### config.mk
export PLATFORM = sky130hd
export DESIGN_NAME = nmr_acq_capture
export DESIGN_NICKNAME = d
export VERILOG_FILES = /design/src/rtl/nmr_pkg.sv /design/src/rtl/nmr_sample_packer.sv /design/src/rtl/nmr_acq_capture.sv
export SDC_FILE = /design/constraint.sdc
export NUM_CORES = 1
export LEC_CHECK = 0
export ABC_AREA = 1
export CAP_MARGIN = 15
export CORE_ASPECT_RATIO = 1.75
export CORE_MARGIN = 1
export CORE_UTILIZATION = 37
export CTS_BUF_LIST = sky130_fd_sc_hd__clkbuf_8
export DETAILED_ROUTE_END_ITERATION = 7
export SLEW_MARGIN = 20
export SYNTH_ARGS = -nofsm -noshare
export SYNTH_HDL_FRONTEND = slang
export SYNTH_SLANG_ARGS = --single-unit
### constraint.sdc
create_clock -name CLK -period 8.2 [get_ports CLK]
set_clock_uncertainty 0.05 [all_clocks]
set_input_delay 1.64 -clock CLK [delete_from_list [all_inputs] [get_ports CLK]]
set_output_delay 1.64 -clock CLK [all_outputs]
set_load 0.01 [all_outputs]
### src/rtl/nmr_pkg.sv
// Shared constants and state encoding for the NMR acquisition capture path.
// One-hot FSM states and default sample/word widths.
package nmr_pkg;

  localparam int ADC_W_DEF  = 16;
  localparam int DATA_W_DEF = 32;

  typedef enum logic [3:0] {
    S_IDLE  = 4'b0001,
    S_WAIT  = 4'b0010,
    S_CAP   = 4'b0100,
    S_FLUSH = 4'b1000
  } state_t;

  // Lane index width, kept at least 1 bit when one sample fills a word.
  function automatic int idx_w(input int spw);
    return (spw > 1) ? $clog2(spw) : 1;
  endfunction

endpackage

### src/rtl/nmr_sample_packer.sv
// Packs ADC samples into FIFO words, issues full or flushed partial words.
// Words that meet a full FIFO are dropped and reported through DROP.
module nmr_sample_packer
  import nmr_pkg::*;
#(
  parameter int ADC_WIDTH        = ADC_W_DEF,
  parameter int SAMPLES_PER_WORD = 2,
  parameter int DATA_WIDTH       = DATA_W_DEF
) (
  input  logic                  CLK,
  input  logic                  RESET,
  input  logic                  CLR,
  input  logic                  STROBE,
  input  logic [ADC_WIDTH-1:0]  SAMPLE,
  input  logic                  FLUSH,
  input  logic                  FIFO_FULL,
  output logic                  FIFO_WR,
  output logic [DATA_WIDTH-1:0] FIFO_DATA,
  output logic                  LANE_BUSY,
  output logic                  DROP
);

  localparam int IW = idx_w(SAMPLES_PER_WORD);
  localparam logic [IW-1:0] LAST = IW'(SAMPLES_PER_WORD - 1);

  logic [IW-1:0]         idx_q;
  logic [DATA_WIDTH-1:0] pack_q;
  logic [DATA_WIDTH-1:0] word;
  logic                  issue;

  // Merge the incoming sample into its lane of the pending word.
  always_comb begin
    word = pack_q;
    for (int l = 0; l < SAMPLES_PER_WORD; l++) begin
      if (STROBE && idx_q == IW'(l)) begin
        word[l*ADC_WIDTH +: ADC_WIDTH] = SAMPLE;
      end
    end
  end

  assign issue     = (STROBE && idx_q == LAST) || FLUSH;
  assign DROP      = issue && FIFO_FULL;
  assign LANE_BUSY = (idx_q != '0);

  // Lane index, pack register and registered FIFO write port.
  always_ff @(posedge CLK or posedge RESET) begin
    if (RESET) begin
      idx_q     <= '0;
      pack_q    <= '0;
      FIFO_WR   <= 1'b0;
      FIFO_DATA <= '0;
    end else begin
      FIFO_WR <= issue && !FIFO_FULL;
      if (issue && !FIFO_FULL) begin
        FIFO_DATA <= word;
      end
      if (CLR || issue) begin
        idx_q  <= '0;
        pack_q <= '0;
      end else if (STROBE) begin
        idx_q  <= idx_q + 1'b1;
        pack_q <= word;
      end
    end
  end

endmodule

### src/rtl/nmr_acq_capture.sv
// NMR acquisition capture: samples ADC data inside acquisition windows,
// packs it to the FIFO and keeps per-scan echo/sample counts and overflow.
module nmr_acq_capture
  import nmr_pkg::*;
#(
  parameter int ADC_WIDTH        = ADC_W_DEF,
  parameter int SAMPLES_PER_WORD = 2,
  parameter int DATA_WIDTH       = DATA_W_DEF,
  parameter int SAMPLE_CNT_WIDTH = 32,
  parameter int ECHO_CNT_WIDTH   = 16
) (
  input  logic                        CLK,
  input  logic                        RESET,
  input  logic                        FSMSTAT,
  input  logic                        ACQ_WND,
  input  logic                        ADC_CLK,
  input  logic [ADC_WIDTH-1:0]        ADC_DATA,
  input  logic                        CLR_STAT,
  input  logic                        FIFO_FULL,
  output logic                        FIFO_WR,
  output logic [DATA_WIDTH-1:0]       FIFO_DATA,
  output logic [SAMPLE_CNT_WIDTH-1:0] SAMPLE_CNT,
  output logic [ECHO_CNT_WIDTH-1:0]   ECHO_CNT,
  output logic                        OVERFLOW,
  output logic                        CAPTURING
);

  state_t state_q;
  state_t state_d;
  logic   adc_clk_d;
  logic   strobe;
  logic   scan_start;
  logic   echo_inc;
  logic   flush;
  logic   lane_busy;
  logic   drop;

  // Delay ADC_CLK one cycle for rising-edge detection.
  always_ff @(posedge CLK or posedge RESET) begin
    if (RESET) adc_clk_d <= 1'b0;
    else       adc_clk_d <= ADC_CLK;
  end

  assign strobe = ADC_CLK && !adc_clk_d && ACQ_WND && (state_q == S_CAP);

  // FSM state register.
  always_ff @(posedge CLK or posedge RESET) begin
    if (RESET) state_q <= S_IDLE;
    else       state_q <= state_d;
  end

  // Next-state and per-cycle control strobes.
  always_comb begin
    state_d    = state_q;
    scan_start = 1'b0;
    echo_inc   = 1'b0;
    flush      = 1'b0;
    unique case (state_q)
      S_IDLE: begin
        if (FSMSTAT) begin
          scan_start = 1'b1;
          state_d    = S_WAIT;
        end
      end
      S_WAIT: begin
        if (ACQ_WND) begin
          echo_inc = 1'b1;
          state_d  = S_CAP;
        end else if (!FSMSTAT) begin
          state_d = S_IDLE;
        end
      end
      S_CAP: begin
        if (!ACQ_WND) begin
          state_d = lane_busy ? S_FLUSH : S_WAIT;
        end
      end
      S_FLUSH: begin
        flush   = 1'b1;
        state_d = S_WAIT;
      end
      default: state_d = S_IDLE;
    endcase
  end

  // Per-scan counters and sticky overflow; a new drop beats CLR_STAT.
  always_ff @(posedge CLK or posedge RESET) begin
    if (RESET) begin
      SAMPLE_CNT <= '0;
      ECHO_CNT   <= '0;
      OVERFLOW   <= 1'b0;
    end else begin
      if (scan_start) begin
        SAMPLE_CNT <= '0;
        ECHO_CNT   <= '0;
      end else begin
        if (strobe && SAMPLE_CNT != '1) SAMPLE_CNT <= SAMPLE_CNT + 1'b1;
        if (echo_inc)                   ECHO_CNT   <= ECHO_CNT + 1'b1;
      end
      if (drop)                         OVERFLOW <= 1'b1;
      else if (CLR_STAT || scan_start)  OVERFLOW <= 1'b0;
    end
  end

  assign CAPTURING = (state_q == S_CAP) || (state_q == S_FLUSH);

  nmr_sample_packer #(
    .ADC_WIDTH        (ADC_WIDTH),
    .SAMPLES_PER_WORD (SAMPLES_PER_WORD),
    .DATA_WIDTH       (DATA_WIDTH)
  ) u_packer (
    .CLK       (CLK),
    .RESET     (RESET),
    .CLR       (scan_start),
    .STROBE    (strobe),
    .SAMPLE    (ADC_DATA),
    .FLUSH     (flush),
    .FIFO_FULL (FIFO_FULL),
    .FIFO_WR   (FIFO_WR),
    .FIFO_DATA (FIFO_DATA),
    .LANE_BUSY (lane_busy),
    .DROP      (drop)
  );

endmodule

* Word-level counts from Yosys, hierarchy flattened
Cells that the tools add are included.
** Word-level totals
- Register bits after elaboration :: 120
- Bits of input ports :: 23
** Cells by class
- Bitwise gates (word level) :: 1
- Equal/unequal tests :: 8
- Reductions and logical operators :: 19
- Add/subtract/negate cells :: 3
- Mux-type cells :: 23
** Operator list (count)
- 2-to-1 mux 32 bit :: 4
- 2-to-1 mux 16 bit :: 4
- adder 32 x 1 -> 32 bit (second input constant) :: 1
- != test 32 bit (second input constant) :: 1
- 2-to-1 mux 4 bit :: 5
- adder 16 x 1 -> 16 bit (second input constant) :: 1
- case mux 4 bit (4 select lines) :: 1
- 2-to-1 mux 1 bit :: 9
- logical AND 1 bit :: 8
- nonzero test 2 bit :: 4
- equality test 4 x 1 -> 1 bit (second input constant) :: 1
- equality test 4 x 2 -> 1 bit (second input constant) :: 1
- equality test 4 x 3 -> 1 bit (second input constant) :: 1
- equality test 4 bit (second input constant) :: 1
- logical OR 1 bit :: 4
- != test 2 bit (second input constant) :: 2
- != test 3 bit (second input constant) :: 1
- AND reduction 3 bit :: 1
- logical NOT 1 bit :: 2
- adder 1 bit (second input constant) :: 1
- inverter 1 bit :: 1

* Longest topological paths before layout
- Word-level depth :: 8
- Mapped depth :: 12
- Gate-level depth less buffers :: 11

* Cells and area by module
From an unflattened synthesis, not the netlist that was laid out.
** Unflattened totals
- Cells, all modules :: 807
- Area total of the unflattened synthesis :: 6348.6 µm²
** By module, submodules not included
- nmr_acq_capture :: area each 3402.0 µm², cells an instance 484, instances 1
- nmr_sample_packer :: area each 2946.6 µm², cells an instance 323, instances 1

* Least setup slack after synthesis
Ideal clock, no wire load.
- Path type :: input -> register
- From :: input ACQ_WND
- To :: register u_packer.FIFO_DATA[0]
- Stages :: 10
- Required time :: 8.034 ns
- Buffers on the path :: 1
- Arrival time :: 2.635 ns
- Setup slack :: 5.398 ns
- Setup time :: 0.116 ns
- Cell sequence :: inv_1 -> nor2_1 -> nand3_4 -> nand2_1 -> inv_2 -> nor2_8 -> inv_2 -> buf_6 -> nand2_1 -> nand2_1
** On the way
- Longest elaborated chain between the ends :: 5
** Ends and longest elaborated chain
- from (decl) :: line nmr_acq_capture.sv:15 : input logic ACQ_WND,
- logical AND 1 bit * (2 in a row) :: line nmr_acq_capture.sv:44 : assign strobe = ADC_CLK && !adc_clk_d && ACQ_WND && (state_q == S_CAP);
- logical AND 1 bit :: line nmr_sample_packer.sv:41 : assign issue = (STROBE && idx_q == LAST) || FLUSH;
- logical OR 1 bit :: line nmr_sample_packer.sv:41
- logical AND 1 bit :: line nmr_sample_packer.sv:54 : if (issue && !FIFO_FULL) begin
- to (signal assigned) :: line nmr_sample_packer.sv:55 : FIFO_DATA <= word;
- to (decl) :: line nmr_sample_packer.sv:18 : output logic [DATA_WIDTH-1:0] FIFO_DATA,
Every way passes the cells marked *; elsewhere a longest branch is shown, timed or not.
A chain may end at the register's enable or synchronous reset.

* Final worst setup path
Ends and elaborated chain as after synthesis.

==> flow_summary.toml <==
[outcome]
status = "finished, final reports clean"

[global_route]
overflow = 0
grt_antenna_before_repair = 0
grt_first_pass_wirelength_um = 26800
grt_start_max_net_pins = 65
first_global_vias = 5410
groute.usage.overall = 0.205

[setup_path]
cp_common_cell = "sky130_fd_sc_hd__nand2_1"
crit_path_top_delay_cell = "sky130_fd_sc_hd__clkdlybuf4s50_1"
path_delay_family = "simple AND/OR/NAND/NOR gates"
timing.critical_path.from_type = "primary input"
timing.critical_path.cells = "clkdlybuf4s50_1, inv_1, nor2_1, nand3_4, nand2_1, inv_2, nor2_8, inv_2, nand2_1, nand2_1"
worst_ep_arrival_time_ns = 3.96
critical_path_class = "in -> reg"
crit_path_buf_inv_count = 4
critical_path.max_fanout = 34
r2r.worst_path.cells = 10
worst-path-stages = 10
worst_path_largest_cell_delay_ns = 0.47
cp_data_required_time_ns = 8.47
worst_setup_path_end_kind = "flip-flop"

[sta]
worst_slew_pin_slew_ns = 0.822
finalSetupViolCount = 0
unrepaired_setup_endpoints_after_global_routing = "no"
timing_max_transition_violations_final = 0
fin_ws_ns = 4.51
finalCriticalPeriod_ns = 3.69
setup_total_negative_slack_ns = 0
maxSlewHeadroom = 0.452
max_freq_mhz = 271
finalCritPeriodShare = 0.450
timing_hold_violations_final = 0

[final_layout]
antenna_diodes = 0
final_layout_size_suffix_gt1_frac = 0.0671
area_delta_synth_final_pct = 26.7
finalNetCount = 936

[detailed_routing]
detailroute.wirelength.met3_um = 550
vias_per_cell = 4.89
remaining_drc_errors = 0
postRouteWirelength_um = 16300
drt-pass1-iter-count = 4
met1Wirelength_um = 6470
via_count = 5446
highest-signal-layer = "met4"
route.detailed.wl_per_inst_um = 14.6
route.met2.wl_um = 8850
detail_route.iter0.violations = 231
antenna_left = 0

[synth]
postSynthRegisterBits = 120
synth_enable_flop_cells = 0
ys_async_sr_fraction = 1.00
netlist_instances = 805
synth.net_count = 830
synthesis.yosys.warnings = 0
synth.avg_cell_area_um2 = 7.51
ys_seq_area_frac = 0.497
synth_top_flop_cell = "sky130_fd_sc_hd__dfrtp_1"
netlist_area_mm2 = 0.00605
post_synth_num_cell_types = 33
synth.top_cells.by_area = "sky130_fd_sc_hd__dfrtp_1 49%, sky130_fd_sc_hd__nand2_1 23%, sky130_fd_sc_hd__nor2_1 4.0%"
netlist.top_cell.by_area = "sky130_fd_sc_hd__dfrtp_1"
synth.top_cell.area_share = 0.492

[cts]
cts-buffers-inserted = 17
cts_max_level = 4
clk-insertion-delay-late_ns = 0.43
cts_tree = "built"
clock-root-buffer = "sky130_fd_sc_hd__clkbuf_8"
clock-sinks = 120
clockBufferDepth = 2
cts-resized-gates = 0
hold_buffers = 0
postCtsSetupRepairBufs = 0
cts.reportedPaths.clkPinSlew_ns = 0.08

[floorplanning]
dieWidth_um = 98.7
fp.dieH_um = 171
fp.dieArea_mm2 = 0.0169
coreArea_mm2 = 0.0160
row_count = 61
io-pin-count = 106
initial_utilization = 0.379

[place]
port-buffer-count = 105
gp_congestion = 0.834
placement.setup.worst_slack_ns = 4.04
dp_hpwl_um = 11600

[flow_run]
drv.max_cap_violation_count = 0

[power]
p_leak_nw = 3.76
powerDensity_mw_per_mm2 = 188
peakVddDrop_mv = 0.133

[hold_path]
min_path_type = "reg -> reg"
worstHoldPathCells = 2
-- cells in the final DEF (no fill, tap or decap), drive strengths merged --
cell / n
dfrtp: 119
o21ai: 25
a21oi: 40
nand4: 17
xor2: 8
and2: 1
buf: 1
bufinv: 4
nand3b: 3
o21a: 1
dfstp: 1
nor3: 12
clkinv: 9
o22ai: 4
or2: 2
o21bai: 2
clkbuf: 18
ha: 2
clkdlybuf4s50: 105
o31ai: 1
nor2: 71
nand3: 36
xnor2: 4
inv: 65
nand2: 373
-- power breakdown --
part           switching (mW)  total, mW  leakage, nW  internal, mW
Sequential             0.0215      0.638         1.67         0.616
Clock                   0.262      0.604        0.227         0.342
Combinational           0.134      0.196         1.86        0.0620
Total                   0.417       1.44         3.76          1.02
-- tightest hold or removal path: stages (launching register included) --
cell and delay, ns:
sky130_fd_sc_hd__dfrtp_1 0.35, sky130_fd_sc_hd__nand2_1 0.05, sky130_fd_sc_hd__nand2_1 0.05
-- final timing paths --
path / to / slack [ns] / from
worst max-delay path: u_packer.FIFO_DATA[0]$_DFFE_PP0P_ / 4.51 / ACQ_WND
worst min-delay path: u_packer.FIFO_DATA[29]$_DFFE_PP0P_ / 0.42 / u_packer.FIFO_DATA[29]$_DFFE_PP0P_
worst max register to register: u_packer.FIFO_DATA[0]$_DFFE_PP0P_ / 5.73 / state_q[1]$_DFFE_PP0P_
worst min register to register: u_packer.FIFO_DATA[29]$_DFFE_PP0P_ / 0.42 / u_packer.FIFO_DATA[29]$_DFFE_PP0P_
max in group asynchronous: ECHO_CNT[13]$_DFFE_PP0P_ / 5.16 / RESET
min in group asynchronous: u_packer.FIFO_DATA[14]$_DFFE_PP0P_ / 1.68 / RESET
-- metrics by stage --
step                total power, mW  std cells   util  hold WS [ns]  cell area [µm²]
finish                         1.44       1113  0.480         0.424             7660
global route                   1.51       1113  0.480         0.462             7660
CTS                            1.46       1113  0.480         0.428             7660
detailed placement            0.850       1081  0.453         0.408             7220
global placement              0.849       1081  0.452         0.408             7210
floorplan                     0.775        805      -         0.456             6050
-- cell type report --
| type | instances | area, µm² |
|---|---|---|
| clock buffer | 18 | 248 |
| clock inverter | 14 | 196 |
| fill | 1671 | 8290 |
| inverter | 64 | 248 |
| multi-input combinational | 602 | 2670 |
| sequential | 120 | 3000 |
| tap | 189 | 236 |
| timing repair buffer | 106 | 1060 |
-- routing by layer --
layer,global-route usage,up-vias
li1,-,2748
met1,0.223,2529
met2,0.385,140
met3,0.0421,29
met4,0.0818,0
met5,0,-
-- Yosys cell counts, drive strengths merged, types with 2 or more instances --
library cell,number
buf,18
dfrtp,119
ha,2
nand3,36
nor3,12
nand4,17
o22ai,4
nand3b,3
o21bai,2
inv,63
or2,2
o21ai,25
nor2,71
xor2,8
nand2,373
xnor2,4
a21oi,40
-- kinds of logic (layout without fill, tap and decap cells) --
family | count (synthesis) | count (layout) | share of synthesized area
compound gates | 73 | 73 | 0.0635
xor+xnor | 12 | 12 | 0.0174
fa+ha+maj | 2 | 2 | 0.00414
buf+inv | 83 | 202 | 0.0633
flops | 120 | 120 | 0.497
simple gates | 515 | 515 | 0.355
-- sequential cells by signal, summed over array words and instances (netlist names) --
register            count
adc_clk_d               1
u_packer.FIFO_WR        1
state_q                 4
u_packer.FIFO_DATA     32
OVERFLOW                1
u_packer.LANE_BUSY      1
u_packer.pack_q        32
SAMPLE_CNT             32
ECHO_CNT               16
(Power assumes the default switching activity.)
==> patch 1, RTL diff (config.mk and constraints unchanged) <==
The 4 states of `state_t` get a binary encoding in 2 bits. Comments in the files are not updated.
--- a/src/rtl/nmr_pkg.sv
+++ b/src/rtl/nmr_pkg.sv
@@ -5,11 +5,11 @@
   localparam int ADC_W_DEF  = 16;
   localparam int DATA_W_DEF = 32;
 
-  typedef enum logic [3:0] {
-    S_IDLE  = 4'b0001,
-    S_WAIT  = 4'b0010,
-    S_CAP   = 4'b0100,
-    S_FLUSH = 4'b1000
+  typedef enum logic [1:0] {
+    S_IDLE  = 2'd0,
+    S_WAIT  = 2'd1,
+    S_CAP   = 2'd2,
+    S_FLUSH = 2'd3
   } state_t;
 
   // Lane index width, kept at least 1 bit when one sample fills a word.
Check against the original RTL: no difference found for any inputs over 10 cycles, from zero or initial values and one cycle with RESET high; not proved beyond that.
==> patch 1 against the unedited design <==
- area after synthesis increased by 1.7%
- register-to-register slack got worse by 0.06 ns
- first-iteration DRC count is 36% lower
- sequential cell count fell by 2
- highest routed layer unchanged
- setup slack improved by 0.066 ns
- wire length down 3.4%
- cell area increased by 1.1%
Power is not compared: it rests on default switching activity, and its combinational part moved more than twofold at a synthesized area within 25%.
==> patch 1: results (changes against the unedited design) <==
metric;value;unit;change
dp_slack;3.970;ns;-0.07016 ns
cp.arrival;1.94;ns;-2.02 ns
ys_types;32;;-3.0%
drive_above_1_share;9.864;%;+3.2 points
viasPerCell;4.715;;-3.6%
synthXorXnorAreaFrac;1.424;%;-0.31 points
drt_iter0_drc;147;;-36%
synth_nets;799;;-3.7%
cp_max_fo;5;;-85%
synthAdderAreaFrac;1.424;%;+1.0 points
first_pass_iters;5;;+1
hpwl;11030;um;-4.5%
worst_hold_path.endpoint;u_packer.FIFO_DATA[16];;
outcome;finished clean;;
nNetsFinal;900;;-3.8%
first_global_vias;5238;;-3.2%
reg2reg_slack;5.67;ns;-0.06 ns
synth_compound_area_share;10.86;%;+4.5 points
gp_congestion;0.9061;;+8.7%
yosys-top-cells-count;nand2_1, dfrtp_1, nor2_1, inv_1, nand3_1;;
period_share;44.24;%;-0.80 points
synth-seq-area-share;48.00;%;-1.7 points
r2r-start;state_q[0];;
grt_max_degree;74;;+14%
grtUsageTotal;19.40;%;-1.1 points
worstMarginPinSlew;0.9230;ns;+0.1005 ns
worstSetupEndpoint;CAPTURING;;
wirelength;15710;um;-3.4%
r2r-end;SAMPLE_CNT[21];;
fillCellCount;1665;;-0.36%
==> patch 1: cell types whose count changed in the layout (fill, tap and decap cells not counted), moves of 19 or more <==
cell     delta
nand2_1   -139
o21ai_1    +31
nor2_1     +29
a21oi_1    -28
inv_1      +22
o21ai_0    +21
o21ai_2    +19
==> patch 1: layer usage <==
metal / vias to the layer above / global-route usage [%] / share of wire [%]
li1: 2651 / - / -
met1: 2434 / 20.74 / 39
met2: 108 / 35.45 / 53
met3: 22 / 4.244 / 3.9
met4: 0 / 9.252 / 3.4
met5: - / 0 / 0
==> patch 1: worst max-delay path: stages, from the launching register on <==
cell and delay (ns):
dfrtp_1 0.43, inv_1 0.09, ha_1 0.23, or2_2 0.28, clkdlybuf4s50_1 0.50
==> patch 1: where the power goes <==
| group | switching [uW] | total, uW | internal, uW | leakage, uW |
|---|---|---|---|---|
| logic | 221 | 403 | 182 | 0.00174 |
| registers | 55.5 | 718 | 662 | 0.00163 |
| clock network | 256 | 569 | 312 | 0.000214 |
| total | 533 | 1690 | 1160 | 0.00358 |
==> patch 1: kinds of logic (layout without fill, tap and decap cells) <==
logic type | Yosys count | after routing
buf+inv | 106 | 219
flops | 118 | 118
fa+ha+maj | 7 | 7
compound gates | 115 | 115
simple gates | 413 | 413
xor+xnor | 10 | 10
==> patch 1: through the flow <==
stage	std cells	total power, uW	instance area (um2)
after detailed placement	1075	1138	7322
after global placement	1075	1133	7322
after global routing	1106	1786	7747
after floorplan	769	929.1	6152
after CTS	1106	1718	7740
final	1106	1689	7747
==> patch 1: layout make-up <==
class                      instances  area share (%)
timing repair buffer             108           13.86
tap                              224           3.618
multi-input combinational        545           35.11
clock buffer                      18           3.198
inverter                          80           3.908
sequential                       118           38.11
clock inverter                    13           2.196
==> patch 2, RTL diff (same flow settings) <==
Without the edit above. Set the package constant `ADC_W_DEF` to 32 (it was 16).
--- a/src/rtl/nmr_pkg.sv
+++ b/src/rtl/nmr_pkg.sv
@@ -2,7 +2,7 @@
 // One-hot FSM states and default sample/word widths.
 package nmr_pkg;
 
-  localparam int ADC_W_DEF  = 16;
+  localparam int ADC_W_DEF  = 32;
   localparam int DATA_W_DEF = 32;
 
   typedef enum logic [3:0] {
Ports: changed (resized ADC_DATA); port bits go from 106 to 122. The function was not compared with the original's and may differ.
==> patch 2 against the unedited design <==
- the flow now finishes with violations (DRC)
- setup slack better by 0.058 ns
- sequential power hardly changed
- wire length is 5.2% lower
- cell area is 2.0% higher
- sequential cell count stayed put
- area after synthesis is 0.27% lower
- total power is 3.7% lower
- largest cell class unchanged
==> patch 2: results (changes against the unedited design) <==
metric;value;unit;change
peakVddDrop;0.0001065;V;-20%
grt_max_degree;71;;+9.2%
grt_util_met1;22.13;%;-0.14 points
critPathTopFamily;buffers and inverters;;
outcome;complete, but fails checks;;
grt_pass1_wl;26120;um;-2.6%
critical_path.max_stage_delay;0.53;ns;+0.06 ns
r2r-start;state_q[3];;
wirelength;15410;um;-5.2%
first_pass_iters;8;;+4
drc;4;;+4
viasPerCell;4.734;;-3.2%
synth_area_leaders;dfrtp_1, nand2_1, inv_1;;
synth-seq-area-share;49.80;%;+0.13 points
dp_slack;4.346;ns;+0.3057 ns
drt_iter0_drc;145;;-37%
place_inst;1085;;+0.37%
violations;DRC;;
wl_met1;6260;um;-3.2%
synth_nets;832;;+0.24%
synthAdderAreaFrac;0.4149;%;+0.0011 points
place_area;0.007411;mm2;+2.7%
grtUsageTotal;19.83;%;-0.66 points
hpwl;10660;um;-7.7%
synthXorXnorAreaFrac;2.033;%;+0.30 points
reg2reg_slack;6.02;ns;+0.29 ns
p_int;959.4;uW;-6.0%
nNetsFinal;956;;+2.1%
patch 2: cell types whose count changed in the layout (fill, tap and decap cells not counted), sizes merged, moves of 5 or more:
cell	unedited run	this run
a21oi	40	7
and2	1	32
clkdlybuf4s50	105	121
inv	65	92
nand2	373	302
nand4	17	12
o21ai	25	62
patch 2: cells by family after synthesis:
family	Yosys count
flops	120
compound gates	77
simple gates	469
buf+inv	109
xor+xnor	14
fa+ha+maj	2
patch 2: power groups by stage:
stage	clock network (uW)	registers, uW	logic, uW
finish	552	638	194
global route	596	642	218
CTS	569	639	197
detailed placement	0	650	197
global placement	0	650	196
floorplan	0	648	121
patch 2: layout make-up:
| type | instances | area (um2) |
|---|---|---|
| Tap cell | 189 | 236.5 |
| Clock inverter | 15 | 168.9 |
| Multi-Input combinational cell | 562 | 2584 |
| Fill cell | 1570 | 8138 |
| Clock buffer | 17 | 234.0 |
| Timing Repair Buffer | 126 | 1249 |
| Inverter | 88 | 337.8 |
| Sequential cell | 120 | 3004 |
